`src/rtl/spi_frame_alu.sv`:
```
// Nibble ALU fed by SPI frames; each result is serialised back on MISO.
// Frames that arrive while a previous response is still pending are dropped.
module spi_frame_alu #(
    parameter int WAIT_TIMEOUT = 255
) (
    input  logic       clk_arduino,
    input  logic       reset,
    input  logic       frame_valid,
    input  logic [3:0] operando_1,
    input  logic [3:0] operando_2,
    input  logic [3:0] operador,
    input  logic       CS,
    output logic       frame_ready,
    output logic       result_valid,
    output logic [3:0] leds,
    output logic [3:0] flags,
    output logic       err,
    output logic       dropped,
    output logic       MISO
);

    localparam int WW = (WAIT_TIMEOUT < 2) ? 1 : $clog2(WAIT_TIMEOUT);
    localparam logic [WW-1:0] W_LAST = WW'(WAIT_TIMEOUT - 1);

    typedef enum logic [1:0] {
        S_IDLE,
        S_EXEC,
        S_TX_WAIT,
        S_TX_SHIFT
    } state_t;

    state_t r_state, w_next;

    logic [3:0]    r_op1, r_op2, r_opc;
    logic [3:0]    r_leds, r_flags;
    logic          r_err, r_dropped, r_rv, r_miso;
    logic [7:0]    r_tx;
    logic [3:0]    r_cnt;
    logic [WW-1:0] r_wait;

    logic [3:0] w_res, w_flags;
    logic       w_err, w_c, w_v;
    logic [4:0] w_sum;
    logic [3:0] w_diff;
    logic [7:0] w_prod;

    assign w_sum  = {1'b0, r_op1} + {1'b0, r_op2};
    assign w_diff = r_op1 - r_op2;
    assign w_prod = {4'b0, r_op1} * {4'b0, r_op2};

    always_comb begin
        w_res = 4'b0;
        w_c   = 1'b0;
        w_v   = 1'b0;
        w_err = 1'b0;
        case (r_opc)
            4'd0: begin
                w_res = w_sum[3:0];
                w_c   = w_sum[4];
                w_v   = (r_op1[3] == r_op2[3]) && (w_sum[3] != r_op1[3]);
            end
            4'd1: begin
                w_res = w_diff;
                w_c   = r_op1 < r_op2;
                w_v   = (r_op1[3] != r_op2[3]) && (w_diff[3] != r_op1[3]);
            end
            4'd2: w_res = r_op1 & r_op2;
            4'd3: w_res = r_op1 | r_op2;
            4'd4: w_res = r_op1 ^ r_op2;
            4'd5: begin
                w_res = {r_op1[2:0], 1'b0};
                w_c   = r_op1[3];
            end
            4'd6: begin
                w_res = {1'b0, r_op1[3:1]};
                w_c   = r_op1[0];
            end
            4'd7: begin
                w_res = w_prod[3:0];
                w_c   = |w_prod[7:4];
            end
            default: w_err = 1'b1;
        endcase
    end

    // Invalid opcodes report all-zero flags, so Z is forced low too.
    assign w_flags = w_err ? 4'b0 : {w_res[3], w_res == 4'b0, w_c, w_v};

    always_ff @(posedge clk_arduino) begin
        if (!reset) r_state <= S_IDLE;
        else        r_state <= w_next;
    end

    always_comb begin
        w_next = r_state;
        case (r_state)
            S_IDLE:     if (frame_valid) w_next = S_EXEC;
            S_EXEC:     w_next = S_TX_WAIT;
            S_TX_WAIT: begin
                if (!CS)                  w_next = S_TX_SHIFT;
                else if (r_wait == W_LAST) w_next = S_IDLE;
            end
            S_TX_SHIFT: if (r_cnt == 4'd8 || CS) w_next = S_IDLE;
            default:    w_next = S_IDLE;
        endcase
    end

    always_ff @(posedge clk_arduino) begin
        if (!reset) begin
            r_op1     <= '0;
            r_op2     <= '0;
            r_opc     <= '0;
            r_leds    <= '0;
            r_flags   <= '0;
            r_err     <= 1'b0;
            r_dropped <= 1'b0;
            r_rv      <= 1'b0;
            r_miso    <= 1'b0;
            r_tx      <= '0;
            r_cnt     <= '0;
            r_wait    <= '0;
        end else begin
            r_rv   <= 1'b0;
            r_miso <= 1'b0;
            if (frame_valid && r_state != S_IDLE) r_dropped <= 1'b1;
            case (r_state)
                S_IDLE: begin
                    if (frame_valid) begin
                        r_op1 <= operando_1;
                        r_op2 <= operando_2;
                        r_opc <= operador;
                    end
                end
                S_EXEC: begin
                    r_leds  <= w_res;
                    r_flags <= w_flags;
                    r_err   <= w_err;
                    r_rv    <= 1'b1;
                    r_tx    <= {w_res, w_flags};
                    r_wait  <= '0;
                end
                S_TX_WAIT: begin
                    if (!CS)                  r_cnt     <= '0;
                    else if (r_wait == W_LAST) r_dropped <= 1'b1;
                    else                      r_wait    <= r_wait + 1'b1;
                end
                S_TX_SHIFT: begin
                    // Once all 8 bits are out, one more edge returns MISO to 0.
                    if (r_cnt != 4'd8) begin
                        if (CS) begin
                            r_dropped <= 1'b1;
                        end else begin
                            r_miso <= r_tx[7];
                            r_tx   <= {r_tx[6:0], 1'b0};
                            r_cnt  <= r_cnt + 4'd1;
                        end
                    end
                end
                default: ;
            endcase
        end
    end

    assign frame_ready  = (r_state == S_IDLE);
    assign result_valid = r_rv;
    assign leds         = r_leds;
    assign flags        = r_flags;
    assign err          = r_err;
    assign dropped      = r_dropped;
    assign MISO         = r_miso;

endmodule

```
`config.mk`:
```
export PLATFORM = sky130hd
export DESIGN_NAME = spi_frame_alu
export DESIGN_NICKNAME = d
export VERILOG_FILES = /design/src/rtl/spi_frame_alu.sv
export SDC_FILE = /design/constraint.sdc
export NUM_CORES = 1
export LEC_CHECK = 0
export CAP_MARGIN = 20
export CELL_PAD_IN_SITES_DETAIL_PLACEMENT = 1
export CELL_PAD_IN_SITES_GLOBAL_PLACEMENT = 2
export CORE_MARGIN = 2
export CORE_UTILIZATION = 35
export CTS_CLUSTER_SIZE = 25
export DETAILED_ROUTE_END_ITERATION = 8
export DONT_BUFFER_PORTS = 1
export PLACE_DENSITY_LB_ADDON = 0.08
export SYNTH_ARGS = -nofsm -noshare
export SYNTH_HDL_FRONTEND = slang
export SYNTH_SLANG_ARGS = --single-unit
export TNS_END_PERCENT = 30
```
`constraint.sdc`:
```
create_clock -name clk_arduino -period 2.8 [get_ports clk_arduino]
set_input_delay 0.42 -clock clk_arduino [delete_from_list [all_inputs] [get_ports clk_arduino]]
set_output_delay 0.42 -clock clk_arduino [all_outputs]
set_load 0.005 [all_outputs]
```
==> results.md, run 1 <==
- Share of post-route cells with drive strength above 1: 0.152
- I/O Pins: 29
- ANT nets after route: 0
- RSZ-0062 raised after global routing: yes
- Area Growth Syn to Fin: 8.79%
- Fin crit share: 1.07
- Post-Synth Simple-Gate Area: 0.226
- Peak Freq: roughly 330 MHz
- Area fraction of the dominant cell type after synthesis: 0.287
- First-pass GRT wire length: 14.3 mm
- Slew Limit Fails: 0
- Final Hold Violating Endpoints: 0
- CP startpoint: r_op1[1]$_SDFFE_PN0P_
- Non-Filler Instances: 503
- PD cells: 443 nW/um2
- Worst IR Drop VDD: 196 uV
- CTS tree: done
- H-tree lvl count: 2
- #FFs+latches synth: 46
- Crit path arrival time: approximately 3.2 ns
- Synth warn: 0
- Wire per inst: roughly 16 um
- Final setup viols: 8
- Met1 wire length: ~4.3 mm
- Total CTS buffers: 5
- Placement Setup Slack: -0.263 ns
- Final instance area: between 3000 and 4000 um2
- Vias post-DR: around 2,600
- Startpoint type of the worst setup path: flip-flop
- Hold Crit Start: CS
- Largest family of logic cells by synthesized area: simple AND/OR/NAND/NOR gates
- Most common cell in the synthesized netlist: nand2_1
- Post-synth EDFFs: 0
- Max transition margin: 0.401
- Worst-Skew Late Latency: slightly above 0.3 ns
- Fin nets: about 440
- Core area: approximately 8800 um2
- Clock slew at reported path FFs: ~0.10 ns
- Post-Synth XOR/XNOR Area: 0.0219
- Synth Area per Inst: approximately 8.4 um2
- Initial drt markers: 83
- Vias in the first global route: about 2,700
- Data required, critical path: roughly 3 ns
- Synth cell types: a little over 60
- Highest routed layer: met4
- Gr ovfl total: 0
- Min Tclk post-route: between 3 and 4 ns
- Leading post-synthesis cells by cell area: dfxtp_1 29%, ha_1 11%, nand2_1 6.4%
- Most frequent cells after synthesis: 55 x nand2_1, 46 x dfxtp_1, 28 x ha_1
- Initial DRT Pass Iterations: 4
- Die H: 99.7 um
- Async set or reset register ratio after synthesis: 0
- Cells after Synth: 383
- Reg2reg start: r_op1[1]$_SDFFE_PN0P_
- Post-DP HPWL: 6.24 mm
- Setup ws final: -0.201 ns
- Residual DRC count: 0
- Largest net degree at the start of global routing: 41
- Final core utilization: 0.396
- WL met3: 239 um
- Hold WC Path Type: in -> reg
- Adder-Cell Fraction of Synth Area: 0.147
- WS Path Type: reg -> reg
- Post-synthesis compound-gate area fraction: 0.205
- Post-Syn Nets: about 430
- Sequential share of the synthesized area: 0.287
- Post-synth top area cell: dfxtp_1
- Leakage: 1.42 nW
- Vias/cell: 5.26
- WL met2: roughly 3.5 mm
- N_diodes: 0
- Measured slew at the worst slew-check pin: 0.898 ns
- CTS max path bufs: 2
- Die Footprint: 9940 um2
- Initial Utilization: 0.364
- Placed cell count: approximately 500
- Post-synthesis cell area: roughly 3200 um2
- Post-DP Area: about 3400 um2
- Number of hold buffers added after CTS: 0
- GRT Overall Usage: 0.179
- Multiplexer share of the synthesized area: 0.0297
- Max Cap Viol: 0
- Layout Skew: between 0.006 and 0.007 ns
- # clock sinks: 46
- Final WL: 8.10 mm
- Status: complete, but fails checks
- Initial antenna violation count: 0
- Port bufs: 0
- Die width: 99.7 um
- CP endpoint kind: flip-flop
- Violated checks: setup timing
- Routability cong.: 0.862
- Ys flop type: dfxtp_1
- Maximum fanout along the worst path: 4
- # rows: 34
- Root buffer cell: clkbuf_8
[worst max-delay path: stages, from the launching register on]
cell	delay, ns
dfxtp_2	0.38
nand2_1	0.08
fa_1	0.45
fa_1	0.51
inv_2	0.04
fa_1	0.43
and3_1	0.15
o21ai_1	0.11
a21oi_1	0.09
a311oi_2	0.31
nand2_1	0.13
a32o_1	0.22
[registers in the layout, summed over array words and instances, names as in the netlist, 2 cells and up]
register,cells
r_state,2
r_opc,4
r_wait,8
r_tx,8
leds,4
flags,4
r_op2,4
r_op1,4
r_cnt,4
[layout make-up]
| type | count | area, um2 |
|---|---|---|
| fill | 1079 | 5320 |
| multi-input combinational | 289 | 2040 |
| inverter | 26 | 97.6 |
| tap | 108 | 135 |
| timing repair buffer | 26 | 195 |
| sequential | 46 | 933 |
| clock inverter | 2 | 13.8 |
| clock buffer | 6 | 72.6 |
[final timing paths]
check | end | slack, ns | cells after the start
worst min-delay path | MISO$_SDFF_PP0_ | 0.18 | 1
worst max register to register | r_tx[3]$_SDFFE_PN0P_ | -0.20 | 11
worst max-delay path | r_tx[3]$_SDFFE_PN0P_ | -0.20 | 11
worst min register to register | MISO$_SDFF_PP0_ | 0.46 | 2
[metrics by stage]
stage / TNS [ns] / total power [mW] / hold slack [ns]
global placement: -1.17 / 1.12 / 0.450
finish: -1.11 / 1.55 / 0.179
CTS: -1.36 / 1.58 / 0.171
global route: -2.40 / 1.66 / 0.170
floorplan: -0.0181 / 1.04 / 0.424
detailed placement: -1.53 / 1.13 / 0.444
[report_power, final]
part           internal (mW)  switching [mW]
registers              0.693          0.0511
logic                  0.162           0.207
clock network          0.177           0.255
total                   1.03           0.514
[cell usage in the layout, fill, tap and decap left out, drive strengths merged, types with 8 or more instances in the layout]
master / n
buf: 26
o21ai: 17
nand2: 57
a21oi: 20
ha: 28
nor3: 13
mux2i: 8
dfxtp: 46
a21boi: 17
and2: 8
nor2b: 9
nor2: 25
inv: 26
[kinds of logic after synthesis]
group | after synthesis
and+or+nand+nor | 147
AOI/OAI and AO/OA | 91
buffers and inverters | 48
DFF | 46
adders and majority gates | 34
muxes | 9
xor gates and xnor gates | 8
[timing repair]
action                     4_1_cts  5_1_grt
buffers inserted                 0        0
pin swaps                        6        2
resized for setup                4        0
setup endpoints to repair        8        8
[routing by layer]
layer  vias up  GRT usage
met5         -          0
met4         0     0.0369
met3         6     0.0309
met2        38      0.284
met1      1262      0.255
li1       1338          -
(Power assumes the default switching activity.)
==> run 2, diff against run 1 <==
--- a/config.mk
+++ b/config.mk
@@ -5,11 +5,12 @@
 export SDC_FILE = /design/constraint.sdc
 export NUM_CORES = 1
 export LEC_CHECK = 0
+export ABC_AREA = 1
 export CAP_MARGIN = 20
 export CELL_PAD_IN_SITES_DETAIL_PLACEMENT = 1
 export CELL_PAD_IN_SITES_GLOBAL_PLACEMENT = 2
 export CORE_MARGIN = 2
-export CORE_UTILIZATION = 35
+export CORE_UTILIZATION = 33
 export CTS_CLUSTER_SIZE = 25
 export DETAILED_ROUTE_END_ITERATION = 8
 export DONT_BUFFER_PORTS = 1
==> results.md, run 2 <==
- Status: finished, final reports clean
- Max transition margin: 0.484 (+0.0832)
- Die width: 101 um (+0.82%)
- Setup TNS Final: 0 ns (+1.11 ns)
- Largest registers: r_tx (8), r_wait (8)
- Adder-Cell Fraction of Synth Area: 0.153 (+0.00628)
- Number of hold buffers added after CTS: 0 (unchanged)
- Residual DRC count: 0 (unchanged)
- H-tree lvl count: 2 (unchanged)
- Final WL: 9.04 mm (+12%)
- Fin crit share: 0.968 (-0.103)
- CP startpoint: r_op1[0]$_SDFFE_PN0P_
- Worst-path cell chain: nand2_2 > fa_1 > fa_1 > inv_2 > fa_2 > nand3_2 > nand3_2 > nor2_1 > nand2_1 > nor2_4 > clkinv_2 > nand2_2 > a21oi_1
- Final Hold Violating Endpoints: 0 (unchanged)
- FF-to-FF path depth: 13 (+2)
- Worst IR Drop VDD: 244 uV (+24%)
- Maximum fanout along the worst path: 3 (-1)
- Data required, critical path: 3.00 ns (about the same)
- Reg2reg start: r_op1[0]$_SDFFE_PN0P_
- Critical R2R Capture: r_tx[7]$_SDFFE_PN0P_
- CTS max path bufs: 2 (unchanged)
- Worst-Skew Late Latency: 0.31 ns (about the same)
- Clock slew at reported path FFs: 0.10 ns (about the same)
- Fin nets: 502 (+13%)
- ANT nets after route: 0 (unchanged)
- Post-Syn Nets: 489 (+13%)
- Non-Filler Instances: 564 (+12%)
- Initial antenna violation count: 0 (unchanged)
- CTS tree: done
- Cells after Synth: 439 (+15%)
- # clock sinks: 46 (unchanged)
- Post-DP HPWL: 6.94 mm (+11%)
- Area Growth Syn to Fin: 14.3%
- #FFs+latches synth: 46 (unchanged)
- I/O Pins: 29 (unchanged)
- Largest family of logic cells by synthesized area: simple AND/OR/NAND/NOR gates
- Most frequent cells in the layout: 86 x nand2_1, 53 x inv_1, 46 x a21oi_1, 40 x dfxtp_1, 35 x nand3_1
- Post-synthesis compound-gate area fraction: 0.153 (-0.0519)
- Crit path arrival time: 2.91 ns (-0.30 ns)
- Initial drt markers: 62 (-25%)
- Area fraction of the dominant cell type after synthesis: 0.300 (+0.0123)
- Vias post-DR: 2,855 (+8.0%)
- Most common cell after layout, fill and taps aside: nand2_1
- Post-Synth XOR/XNOR Area: 0.0114 (-0.0105)
- Hold WC Path Type: in -> reg
- RSZ-0062 raised after global routing: yes
- # rows: 35 (+2.9%)
- Vias/cell: 5.06 (-3.7%)
- Synth cell types: 33 (-46%)
- Sequential share of the synthesized area: 0.300 (+0.0123)
- Routability cong.: 0.795 (-7.8%)
- Initial Utilization: 0.336 (-0.0281)
- Leading post-synthesis cells by cell area: dfxtp_1 30%, ha_1 11%, nand2_1 11%
- WS Path Type: reg -> reg
- Gr ovfl total: 0 (unchanged)
- First-pass GRT wire length: 15.1 mm (+6.0%)
- Die Footprint: 10,100 um2 (+1.7%)
- GRT Overall Usage: 0.192 (+0.0129)
- Multiplexer share of the synthesized area: 0 (-0.0297)
- Peak Freq: 369 MHz (+11%)
- Post-synthesis cell area: 3070 um2 (-4.1%)
- Root buffer cell: clkbuf_8
- Most frequent cells after synthesis: 90 x nand2_1, 55 x inv_1, 46 x a21oi_1, 46 x dfxtp_1, 39 x nand3_1
- Core area: 9150 um2 (+3.9%)
- Wire per inst: 16.0 um (-0.39%)
- CP endpoint kind: flip-flop
- Synth warn: 0 (unchanged)
- Largest net degree at the start of global routing: 26 (-37%)
- Startpoint type of the worst setup path: flip-flop
- N_diodes: 0 (unchanged)
- PD cells: 624 nW/um2 (+41%)
- Register-to-register setup slack: 0.09 ns (+0.29 ns)
- Final setup viols: 0 (-8)
- Measured slew at the worst slew-check pin: 0.772 ns (-0.125 ns)
- Min Tclk post-route: 2.71 ns (-0.289 ns)
- Async set or reset register ratio after synthesis: 0 (unchanged)
- End point of the critical path: r_tx[7]$_SDFFE_PN0P_
- Vias in the first global route: 2,940 (+7.0%)
- Initial DRT Pass Iterations: 4 (unchanged)
- Share of post-route cells with drive strength above 1: 0.174 (+0.0225)
- Post-Synth Simple-Gate Area: 0.280 (+0.0537)
- Ys flop type: dfxtp_1
- Slowest cell delay on critical path: 0.57 ns (+0.06 ns)
- Max Cap Viol: 0 (unchanged)
- Port bufs: 0 (unchanged)
- Highest-delay cell along the critical path: fa_1
- Layout Skew: 0.00835 ns (+0.00234 ns)
- Post-synth EDFFs: 0 (unchanged)
- Final core utilization: 0.384 (-0.0121)
- Synth Area per Inst: 7.00 um2 (-16%)
- Placed cell count: 551 (+11%)
- Die H: 101 um (+0.82%)
- Most common cell in the synthesized netlist: nand2_1
- Total CTS buffers: 5 (unchanged)
- Slew Limit Fails: 0 (unchanged)
- Post-synth top area cell: dfxtp_1
- Leakage: 1.57 nW (+11%)
-- run 2: changes by cell type after synthesis, sizes merged, moves of 9 or more --
cell | before | now
a21boi | 17 | 0
a21oi | 20 | 46
inv | 26 | 64
nand2 | 57 | 93
nand3 | 7 | 39
nor2 | 25 | 41
nor2b | 9 | 0
o21ai | 17 | 35
-- run 2: metrics by stage --
stage	worst slack, ns	area, um2	total power, mW	hold slack [ns]
2_1_floorplan	0.0393	3070	1.45	0.412
6_report	0.0883	3510	2.19	0.244
3_5_place_dp	-0.0549	3230	1.70	0.440
4_1_cts	0.00340	3370	2.16	0.236
3_3_place_gp	0.0106	3230	1.69	0.450
5_1_grt	-0.0407	3510	2.39	0.222
-- run 2: critical path, delay by kind of cell, from the launching register on --
family	cells	cell delay, ns
buf+inv	2	0.16
fa+ha+maj	3	1.44
simple gates	7	0.60
flops	1	0.35
compound gates	1	0.06
-- run 2: area by class of cell --
cell class / count / area [um2]
clock buffer: 5 / 68.8
clock inverter: 3 / 18.8
fill: 1157 / 5640
inverter: 66 / 249
multi-input combinational: 316 / 1980
sequential: 46 / 928
tap: 111 / 139
timing repair buffer: 17 / 131
-- run 2: repair_timing --
| action | CTS | global route |
|---|---|---|
| gates resized for setup | 11 | 21 |
| buffers inserted | 2 | 3 |
| endpoints found under the setup margin | 8 | 8 |
| pin swaps | 8 | 6 |
-- run 2: cells by family (layout without fill, tap and decap cells) --
logic type	Yosys count	after routing
XOR/XNOR	4	4
AO/OA/AOI/OAI	88	88
flip-flops	46	46
adder cells (fa/ha/maj)	34	34
buffers and inverters	77	91
AND/OR/NAND/NOR	190	190
-- run 2: where the power goes --
group | leakage [nW] | switching (mW) | internal, mW
clock network | 0.0483 | 0.262 | 0.177
registers | 0.378 | 0.0767 | 0.751
logic | 1.14 | 0.605 | 0.320
-- run 2: worst min-delay path by stage --
stage	from	to	slack, ns	depth (start not counted)
floorplan	r_tx[7]$_SDFFE_PN0P_	MISO$_SDFF_PP0_	0.41	2
global placement	r_tx[7]$_SDFFE_PN0P_	MISO$_SDFF_PP0_	0.45	2
detailed placement	r_tx[7]$_SDFFE_PN0P_	MISO$_SDFF_PP0_	0.44	2
CTS	reset	MISO$_SDFF_PP0_	0.24	2
global route	reset	MISO$_SDFF_PP0_	0.22	2
finish	reset	r_opc[1]$_SDFFE_PN0P_	0.24	2
-- run 2: per-layer routing --
| layer | vias to the layer above | wire length (um) | GRT usage |
|---|---|---|---|
| met5 | - | 0 | 0 |
| met4 | 0 | 100 | 0.0379 |
| met3 | 9 | 406 | 0.0423 |
| met2 | 40 | 3860 | 0.285 |
| met1 | 1354 | 4670 | 0.285 |
| li1 | 1452 | - | - |
